[src/rtl/axis_frame_pkg.sv]
// Shared types and width helpers for the AXI-Stream frame buffer.
// Widths depend on module parameters, so the helpers are constant functions.
package axis_frame_pkg;

  typedef enum logic [1:0] {
    FILL  = 2'd0,
    PREP  = 2'd1,
    DRAIN = 2'd2
  } fb_state_t;

  localparam int DEFAULT_DATA_WIDTH = 32;
  localparam int DEFAULT_DEPTH      = 16;

  // One extra bit so a full count of DEPTH is representable.
  function automatic int ptr_width(input int depth);
    return $clog2(depth) + 1;
  endfunction

  function automatic int strb_width(input int data_width);
    return data_width / 8;
  endfunction

endpackage

[src/rtl/axis_frame_ram.sv]
// Frame storage: register array, one synchronous write port, one asynchronous read port.
// No reset on the array; contents persist across frames.
module axis_frame_ram #(
  parameter int WIDTH = 36,
  parameter int DEPTH = 16
) (
  input  logic                     clk,
  input  logic                     we,
  input  logic [$clog2(DEPTH)-1:0] waddr,
  input  logic [WIDTH-1:0]         wdata,
  input  logic [$clog2(DEPTH)-1:0] raddr,
  output logic [WIDTH-1:0]         rdata
);

  logic [WIDTH-1:0] mem [DEPTH];

  always_ff @(posedge clk) begin
    if (we) mem[waddr] <= wdata;
  end

  assign rdata = mem[raddr];

endmodule

[src/rtl/axis_frame_buffer.sv]
// AXI-Stream frame buffer: captures one frame on s00, then replays it on m00.
// Capture and replay alternate; the FSM state is exposed on fsm_state.
module axis_frame_buffer
  import axis_frame_pkg::*;
#(
  parameter int DATA_WIDTH = DEFAULT_DATA_WIDTH,
  parameter int DEPTH      = DEFAULT_DEPTH
) (
  input  logic                      axis_aclk,
  input  logic                      axis_areset,
  input  logic [DATA_WIDTH-1:0]     s00_axis_tdata,
  input  logic [DATA_WIDTH/8-1:0]   s00_axis_tstrb,
  input  logic                      s00_axis_tvalid,
  input  logic                      s00_axis_tlast,
  output logic                      s00_axis_tready,
  output logic [DATA_WIDTH-1:0]     m00_axis_tdata,
  output logic [DATA_WIDTH/8-1:0]   m00_axis_tstrb,
  output logic                      m00_axis_tvalid,
  output logic                      m00_axis_tlast,
  input  logic                      m00_axis_tready,
  output logic [$clog2(DEPTH):0]    frame_len,
  output logic                      overflow,
  output fb_state_t                 fsm_state
);

  localparam int SW = strb_width(DATA_WIDTH);
  localparam int PW = ptr_width(DEPTH);
  localparam int AW = PW - 1;
  localparam int MW = DATA_WIDTH + SW;

  // Handshakes: a beat transfers on a rising edge where tvalid && tready.
  // m00 tvalid, once raised, stays high with stable payload until accepted;
  // s00 tready is registered and high only while filling.
  fb_state_t     state, state_next;
  logic [PW-1:0] wr_ptr, rd_ptr, wr_cnt;
  logic          s_ready_q;
  logic          in_beat, wr_beat, close_last, close_full, out_hs;
  logic [MW-1:0] rd_word;

  assign s00_axis_tready = s_ready_q;
  assign fsm_state       = state;

  assign in_beat    = s00_axis_tvalid && s_ready_q;
  assign wr_beat    = in_beat && (s00_axis_tstrb != '0);
  assign wr_cnt     = wr_ptr + PW'(wr_beat);
  assign close_last = in_beat && s00_axis_tlast && (wr_cnt != '0);
  assign close_full = wr_beat && !s00_axis_tlast && (wr_cnt == PW'(DEPTH));
  assign out_hs     = m00_axis_tvalid && m00_axis_tready;

  axis_frame_ram #(
    .WIDTH (MW),
    .DEPTH (DEPTH)
  ) u_ram (
    .clk   (axis_aclk),
    .we    (wr_beat),
    .waddr (wr_ptr[AW-1:0]),
    .wdata ({s00_axis_tdata, s00_axis_tstrb}),
    .raddr (rd_ptr[AW-1:0]),
    .rdata (rd_word)
  );

  always_ff @(posedge axis_aclk) begin
    if (axis_areset) state <= FILL;
    else             state <= state_next;
  end

  always_comb begin
    state_next = state;
    unique case (state)
      FILL:    if (close_last || close_full) state_next = PREP;
      PREP:    state_next = DRAIN;
      DRAIN:   if (out_hs && m00_axis_tlast) state_next = FILL;
      default: state_next = FILL;
    endcase
  end

  always_ff @(posedge axis_aclk) begin
    if (axis_areset) begin
      wr_ptr          <= '0;
      rd_ptr          <= '0;
      frame_len       <= '0;
      overflow        <= 1'b0;
      s_ready_q       <= 1'b1;
      m00_axis_tdata  <= '0;
      m00_axis_tstrb  <= '0;
      m00_axis_tvalid <= 1'b0;
      m00_axis_tlast  <= 1'b0;
    end else begin
      case (state)
        FILL: begin
          if (wr_beat) wr_ptr <= wr_cnt;
          if (close_last || close_full) begin
            frame_len <= wr_cnt;
            s_ready_q <= 1'b0;
          end
          if (close_full) overflow <= 1'b1;
        end
        PREP: begin
          // rd_ptr is 0 here, so rd_word is the first stored word.
          {m00_axis_tdata, m00_axis_tstrb} <= rd_word;
          m00_axis_tvalid <= 1'b1;
          m00_axis_tlast  <= (frame_len == PW'(1));
          rd_ptr          <= PW'(1);
        end
        DRAIN: begin
          if (out_hs) begin
            if (m00_axis_tlast) begin
              m00_axis_tdata  <= '0;
              m00_axis_tstrb  <= '0;
              m00_axis_tvalid <= 1'b0;
              m00_axis_tlast  <= 1'b0;
              wr_ptr          <= '0;
              rd_ptr          <= '0;
              s_ready_q       <= 1'b1;
            end else begin
              {m00_axis_tdata, m00_axis_tstrb} <= rd_word;
              m00_axis_tlast <= (rd_ptr == frame_len - PW'(1));
              rd_ptr         <= rd_ptr + PW'(1);
            end
          end
        end
        default: ;
      endcase
    end
  end

endmodule

[config.mk]
export PLATFORM = sky130hd
export DESIGN_NAME = axis_frame_buffer
export DESIGN_NICKNAME = d
export VERILOG_FILES = /design/src/rtl/axis_frame_pkg.sv /design/src/rtl/axis_frame_ram.sv /design/src/rtl/axis_frame_buffer.sv
export SDC_FILE = /design/constraint.sdc
export NUM_CORES = 1
export LEC_CHECK = 0
export CAP_MARGIN = 5
export CORE_MARGIN = 5
export CORE_UTILIZATION = 30
export DETAILED_ROUTE_END_ITERATION = 16
export PLACE_DENSITY = 0.46
export SYNTH_ARGS = -nofsm -noshare
export SYNTH_HDL_FRONTEND = slang
export SYNTH_SLANG_ARGS = --single-unit
[constraint.sdc]
create_clock -name axis_aclk -period 12.5 [get_ports axis_aclk]
set_clock_uncertainty 0.1 [all_clocks]
set_input_delay 1.875 -clock axis_aclk [delete_from_list [all_inputs] [get_ports axis_aclk]]
set_output_delay 1.875 -clock axis_aclk [all_outputs]
set_load 0.005 [all_outputs]
## After elaboration in Yosys (flattened, before gate mapping)

Memories as Yosys holds them, arrays and structs flattened. A register that Yosys moved wholly into a read port is not among the register bits.
Cells that the tools add are included.

- Flip-flop bits (word level): 57
- Bits in latches: 0
- Memory bits (writable): 576
- ROM bits: 0
- Input port bits: 41
- Output and inout port bits: 47
- Logic and storage cells: 76
- Memories kept: 1

- $add $sub $neg: 3
- Multipliers: 0
- Div/mod/pow operators: 0
- Order comparisons: 0
- Eq/ne operators: 10
- Shifts and indexed selects: 0
- Mux-type cells: 30
- Bitwise gates (word level): 0
- Reductions and logical operators: 22

Memory list:

| name | words | width | read ports | clocked after memory_dff | write ports | line | source |
|---|---|---|---|---|---|---|---|
| u_ram.mem | 16 | 36 | 1 | 1 | 1 | axis_frame_ram.sv:15 | `logic [WIDTH-1:0] mem [DEPTH];` |

Operators with widths:

| operator | number |
|---|---|
| 32-bit 2-to-1 mux | 2 |
| 32-bit case mux with 2 select lines | 1 |
| 5-bit 2-to-1 mux | 5 |
| 5-bit case mux with 2 select lines | 2 |
| 4-bit 2-to-1 mux | 4 |
| 2-bit != test, second input constant | 5 |
| 1-bit 2-to-1 mux | 9 |
| 1-bit logical AND | 8 |
| 4-bit case mux with 2 select lines | 1 |
| 2-bit AND reduction | 4 |
| 4-bit AND reduction | 2 |
| 1-bit case mux with 2 select lines | 3 |
| 2-bit case mux with 3 select lines | 1 |
| 5-bit by 1-bit adder with 5-bit output | 1 |
| 5-bit by 1-bit adder with 5-bit output, second input constant | 1 |
| 5-bit by 1-bit equality test with 1-bit output, second input constant | 1 |
| 5-bit equality test | 1 |
| 5-bit equality test, second input constant | 1 |
| 5-bit nonzero test | 1 |
| 5-bit by 1-bit subtractor with 5-bit output, second input constant | 1 |
| 2-bit 2-to-1 mux | 2 |
| 2-bit nonzero test | 2 |
| 4-bit nonzero test | 1 |
| 3-bit AND reduction | 1 |
| other kinds (5) | 5 |

## Longest topological paths before layout

- Depth after elaboration: 8
- Depth in mapped cells: 10
- Depth with buffers taken out: 10

## Modules after synthesis

A second synthesis with hierarchy kept.

- Cell total of the unflattened synthesis: 1204
- Area total of the unflattened synthesis: 24066.8 µm²

Modules (own cells, without submodules):

| module | times used | cells each | area an instance (µm²) | seq. area each (µm²) |
|---|---|---|---|---|
| axis_frame_ram | 1 | 902 | 21598.2 | 17296.6 |
| axis_frame_buffer | 1 | 302 | 2468.6 | 1141.1 |

## Worst setup path before layout

No wires, ideal clock.

- Path type: input port to flip-flop
- Start: in s00_axis_tstrb[2]
- End: mem u_ram.mem[0][0] (enable)
- Setup time: 532 ps
- Arrival time: 6085 ps
- Required time: 11868 ps
- Path slack: 5783 ps
- Cell stages on the path: 4
- Path buffers: 0
- Cells stage by stage: or4_1 -> nand3_1 -> nor2_1 -> nor4b_1

- Longest elaborated chain between the ends: 4

RTL lines:

| what | line | source |
|---|---|---|
| start: declaration | axis_frame_buffer.sv:12 | `input logic [DATA_WIDTH/8-1:0] s00_axis_tstrb,` |
| 4-bit nonzero test | axis_frame_buffer.sv:44 | `assign wr_beat = in_beat && (s00_axis_tstrb != '0);` |
| 1-bit logical AND | axis_frame_buffer.sv:44 |  |
| 1-bit 2-to-1 mux | axis_frame_ram.sv:18 | `if (we) mem[waddr] <= wdata;` |
| 1-bit 2-to-1 mux (implied by the code) | axis_frame_ram.sv:18 |  |
| end: declaration | axis_frame_ram.sv:15 |  |

Every way passes these cells.

## Final worst setup path

- Start: in s00_axis_tstrb[2]
- End: reg frame_len[2]

- Longest elaborated chain between the ends: 7
- Elaborated cells on any way between the ends: 10
- Classes of those cells: 1 x add/sub; 1 x eq/ne; 8 x reduce/logical

RTL lines:

| what | line | source |
|---|---|---|
| 4-bit nonzero test (*) | axis_frame_buffer.sv:44 |  |
| 1-bit logical AND (*) | axis_frame_buffer.sv:44 |  |
| 5-bit by 1-bit adder with 5-bit output | axis_frame_buffer.sv:45 | `assign wr_cnt = wr_ptr + PW'(wr_beat);` |
| 5-bit equality test or 5-bit nonzero test (tied branches) | axis_frame_buffer.sv:47, axis_frame_buffer.sv:46 |  |
| 1-bit logical AND (on tied branches) | axis_frame_buffer.sv:47, axis_frame_buffer.sv:46 |  |
| 1-bit logical OR | axis_frame_buffer.sv:92 | `if (close_last \|\| close_full) begin` |
| 2-bit AND reduction (no source line) | -- |  |
| end signal: assignment | axis_frame_buffer.sv:93 | `frame_len <= wr_cnt;` |
| end: declaration | axis_frame_buffer.sv:21 | `output logic [$clog2(DEPTH):0] frame_len,` |

Mark *: on every way between the ends. The rest lies on a longest branch, timed or not.
A chain may end at the register's enable or synchronous reset.

==> flow_metrics.py <==
metrics = {
    "cells_and_area": {
        "areaGrowthSynthToFinish_pct": 19.05,
        "layout.cells.non_filler": 2374,
        "most-common-layout-cells": "576 x edfxtp_1, 144 x mux4_2, 87 x clkdlybuf4s50_1",
        "drive_gt1_share_pct": 22.91,
        "utilization_pct": 35.84,
        "num_antenna_cells": 0,
        "final_common_cell": "edfxtp_1",
        "nets": 1302,
        "nFillCells": 7420,
    },
    "clock_network": {
        "ctsHoldBuffers": 0,
        "ctsResizeCount": 0,
        "insertion_delay_ns": 0.59,
        "clock_path_buffers": 3,
        "numCtsBuffers": 71,
        "htreeDepth": 3,
        "cts_tree": "built",
        "cts-root-buf": "clkbuf_16",
        "clk_pin_slew_ns": 0.05,
        "postCtsSetupRepairBufs": 0,
        "cts_sinks": 637,
    },
    "sta": {
        "fin_crit_sh_pct": 42.01,
        "maxSlewHeadroom_pct": 35.28,
        "rsz0062_at_grt": "no",
        "post-route-min-period_ns": 5.251,
        "worst_pin_slew_ns": 0.9708,
        "maxSlewViolCount": 0,
        "tns_ns": 0,
        "setup_viol": 0,
        "hold_viol": 0,
        "max_freq_mhz": 190.4,
    },
    "synth": {
        "synth_cell_types": 46,
        "seq_area_frac_synth_pct": 76.85,
        "netlist_area_um2": 24100,
        "syn_avg_cell_area_um2": 21.46,
        "synthesis.nets": 1169,
        "ys_ff_latch": 637,
        "synth-edff-count": 576,
        "synth_flop_cell": "edfxtp_1",
        "synthArstFlopShare_pct": 0,
        "syn-instance-count": 1123,
        "ys_warn_count": 0,
    },
    "die": {
        "die_area_um2": 86090,
        "core_area_um2": 80030,
        "start_util_pct": 30.11,
        "row_count": 104,
        "ios": 88,
        "die_w_um": 293.4,
        "die_h_um": 293.4,
    },
    "critical_path": {
        "crit_type": "in -> reg",
        "slowest_delay_ns": 0.73,
        "cp.arrival_ns": 5.62,
        "cp-startpoint": "s00_axis_tstrb[2]",
        "start_kind": "input pin",
        "worstPathCellList": "clkdlybuf4s50_1 > or4_1 > nand3_1 > inv_1 > ha_1 > ha_1 > xnor2_1 > nand2_1 > o31ai_1 > nor2_1 > mux2_2",
        "slowest_stage": "clkdlybuf4s50_1",
        "cp_common_cell": "ha_1",
        "cp.buffers_inverters": 2,
        "cp-end-kind": "flop",
        "cp.required_ns": 12.87,
        "path_max_fanout": 18,
        "crit_family": "simple AND/OR/NAND/NOR gates",
    },
    "worst_hold_path": {
        "min_path_type": "reg -> reg",
        "min_from": "m00_axis_tdata[30]",
    },
    "route": {
        "via_count": 11260,
        "drt_iter0_drc": 625,
        "wl_um": 54430,
        "routedWlPerCell_um": 22.93,
        "highest-signal-layer": "met4",
        "drc": 0,
        "vias_per_cell": 4.741,
        "wl_met3_um": 1974,
        "antenna_left": 0,
        "wl_met1_um": 25030,
        "wl_met2_um": 26450,
        "drtPass1Iterations": 4,
    },
    "placed_design": {
        "place_congestion": 0.7231,
        "hpwlAfterDp_um": 30540,
        "io_buffers": 87,
        "dp.cells": 2243,
    },
    "grt": {
        "track_usage_pct": 12.63,
        "grt-ovfl-total": 0,
        "grt_max_degree": 52,
        "antenna_found_initial": 1,
        "grt_first_pass_wirelength_um": 81610,
        "first_global_vias": 12350,
    },
    "power": {
        "p_leak_nw": 8.904,
        "total_power_mw": 4.880,
        "max-vdd-ir-drop_mv": 0.08984,
        "p_per_area_nw_per_um2": 170.1,
    },
    "run": {
        "max_cap_viol_count": 0,
    },
    "outcome": {
        "status": "finished, final reports clean",
    },
}
[flip-flops by register name, indices dropped and copies added, names as in the netlist, named ones only]
name,count
frame_len,5
fsm_state,2
m00_axis_tdata,32
m00_axis_tlast,1
m00_axis_tstrb,4
m00_axis_tvalid,1
overflow,1
rd_ptr,5
s00_axis_tready,1
u_ram.mem,576
wr_ptr,5
[power breakdown]
part	leakage, nW	total, mW	switching (mW)	internal, mW
sequential	5.69	2.40	0.0339	2.36
combinational	2.08	0.441	0.213	0.229
clock	1.13	2.04	0.817	1.22
total	8.90	4.88	1.06	3.82
[cell type report]
cell class	count	area, µm²	share of cell area (%)
sequential	637	18530	64.59
timing repair buffer	118	1104	3.847
clock inverter	38	320.3	1.117
inverter	5	18.77	0.06543
tap	1060	1326	4.624
clock buffer	93	1986	6.922
multi-input combinational	423	5401	18.83
[worst paths after layout]
check                       end  slack (ns)  depth (start not counted)
max                frame_len[2]        7.25                         11
min          m00_axis_tdata[30]        0.35                          1
max reg2reg   m00_axis_tdata[9]        8.77                          6
min reg2reg  m00_axis_tdata[30]        0.35                          1
[synthesized netlist by cell type, types with 6 or more instances]
| cell | instances | area, µm² |
|---|---|---|
| nor4_1 | 7 | 43.79 |
| o21ai_0 | 7 | 35.03 |
| mux4_2 | 144 | 3243 |
| o22ai_1 | 36 | 225.2 |
| clkbuf_1 | 26 | 97.59 |
| mux2i_1 | 73 | 730.7 |
| xnor2_1 | 7 | 61.31 |
| buf_1 | 7 | 26.28 |
| nand3_1 | 6 | 30.03 |
| buf_2 | 20 | 100.1 |
| a21oi_1 | 9 | 45.04 |
| a21o_1 | 37 | 277.8 |
| nor2_1 | 28 | 105.1 |
| dfxtp_1 | 61 | 1221 |
| edfxtp_1 | 576 | 17300 |
| nand2b_1 | 7 | 43.79 |
| nand2_1 | 13 | 48.80 |
[routing by layer]
metal	vias to the layer above	global-route usage, %
li1	4979	-
met1	6012	17.52
met2	190	20.59
met3	74	2.358
met4	0	3.493
met5	-	0
[worst reg2reg max path, stage by stage, from the launching register on]
cell     delay (ns)
dfxtp_4        0.66
buf_4          0.84
buf_4          0.82
mux4_2         0.63
mux2i_1        0.25
o22ai_1        0.14
a21o_1         0.19
[kinds of logic (layout without fill, tap and decap cells)]
kind of cell / count (synthesis) / count (layout) / share of synthesized area [%]
DFF: 637 / 637 / 76.85
muxes: 218 / 218 / 16.54
AOI/OAI and AO/OA: 103 / 103 / 2.877
and+or+nand+nor: 85 / 85 / 1.828
buffers and inverters: 63 / 254 / 1.210
xor gates and xnor gates: 12 / 12 / 0.4362
adders and majority gates: 5 / 5 / 0.2596
[metrics by stage]
stage                     instance area, µm²  hold slack [ns]  setup slack, ns
after floorplan                        24100           0.3420            5.783
after global routing                   28690           0.3609            6.952
after CTS                              28690           0.3512            7.304
final                                  28690           0.3488            7.249
after detailed placement               26380           0.3384            6.676
after global placement                 26380           0.3375            6.757
No activity file was read; power rests on OpenSTA's default activity.
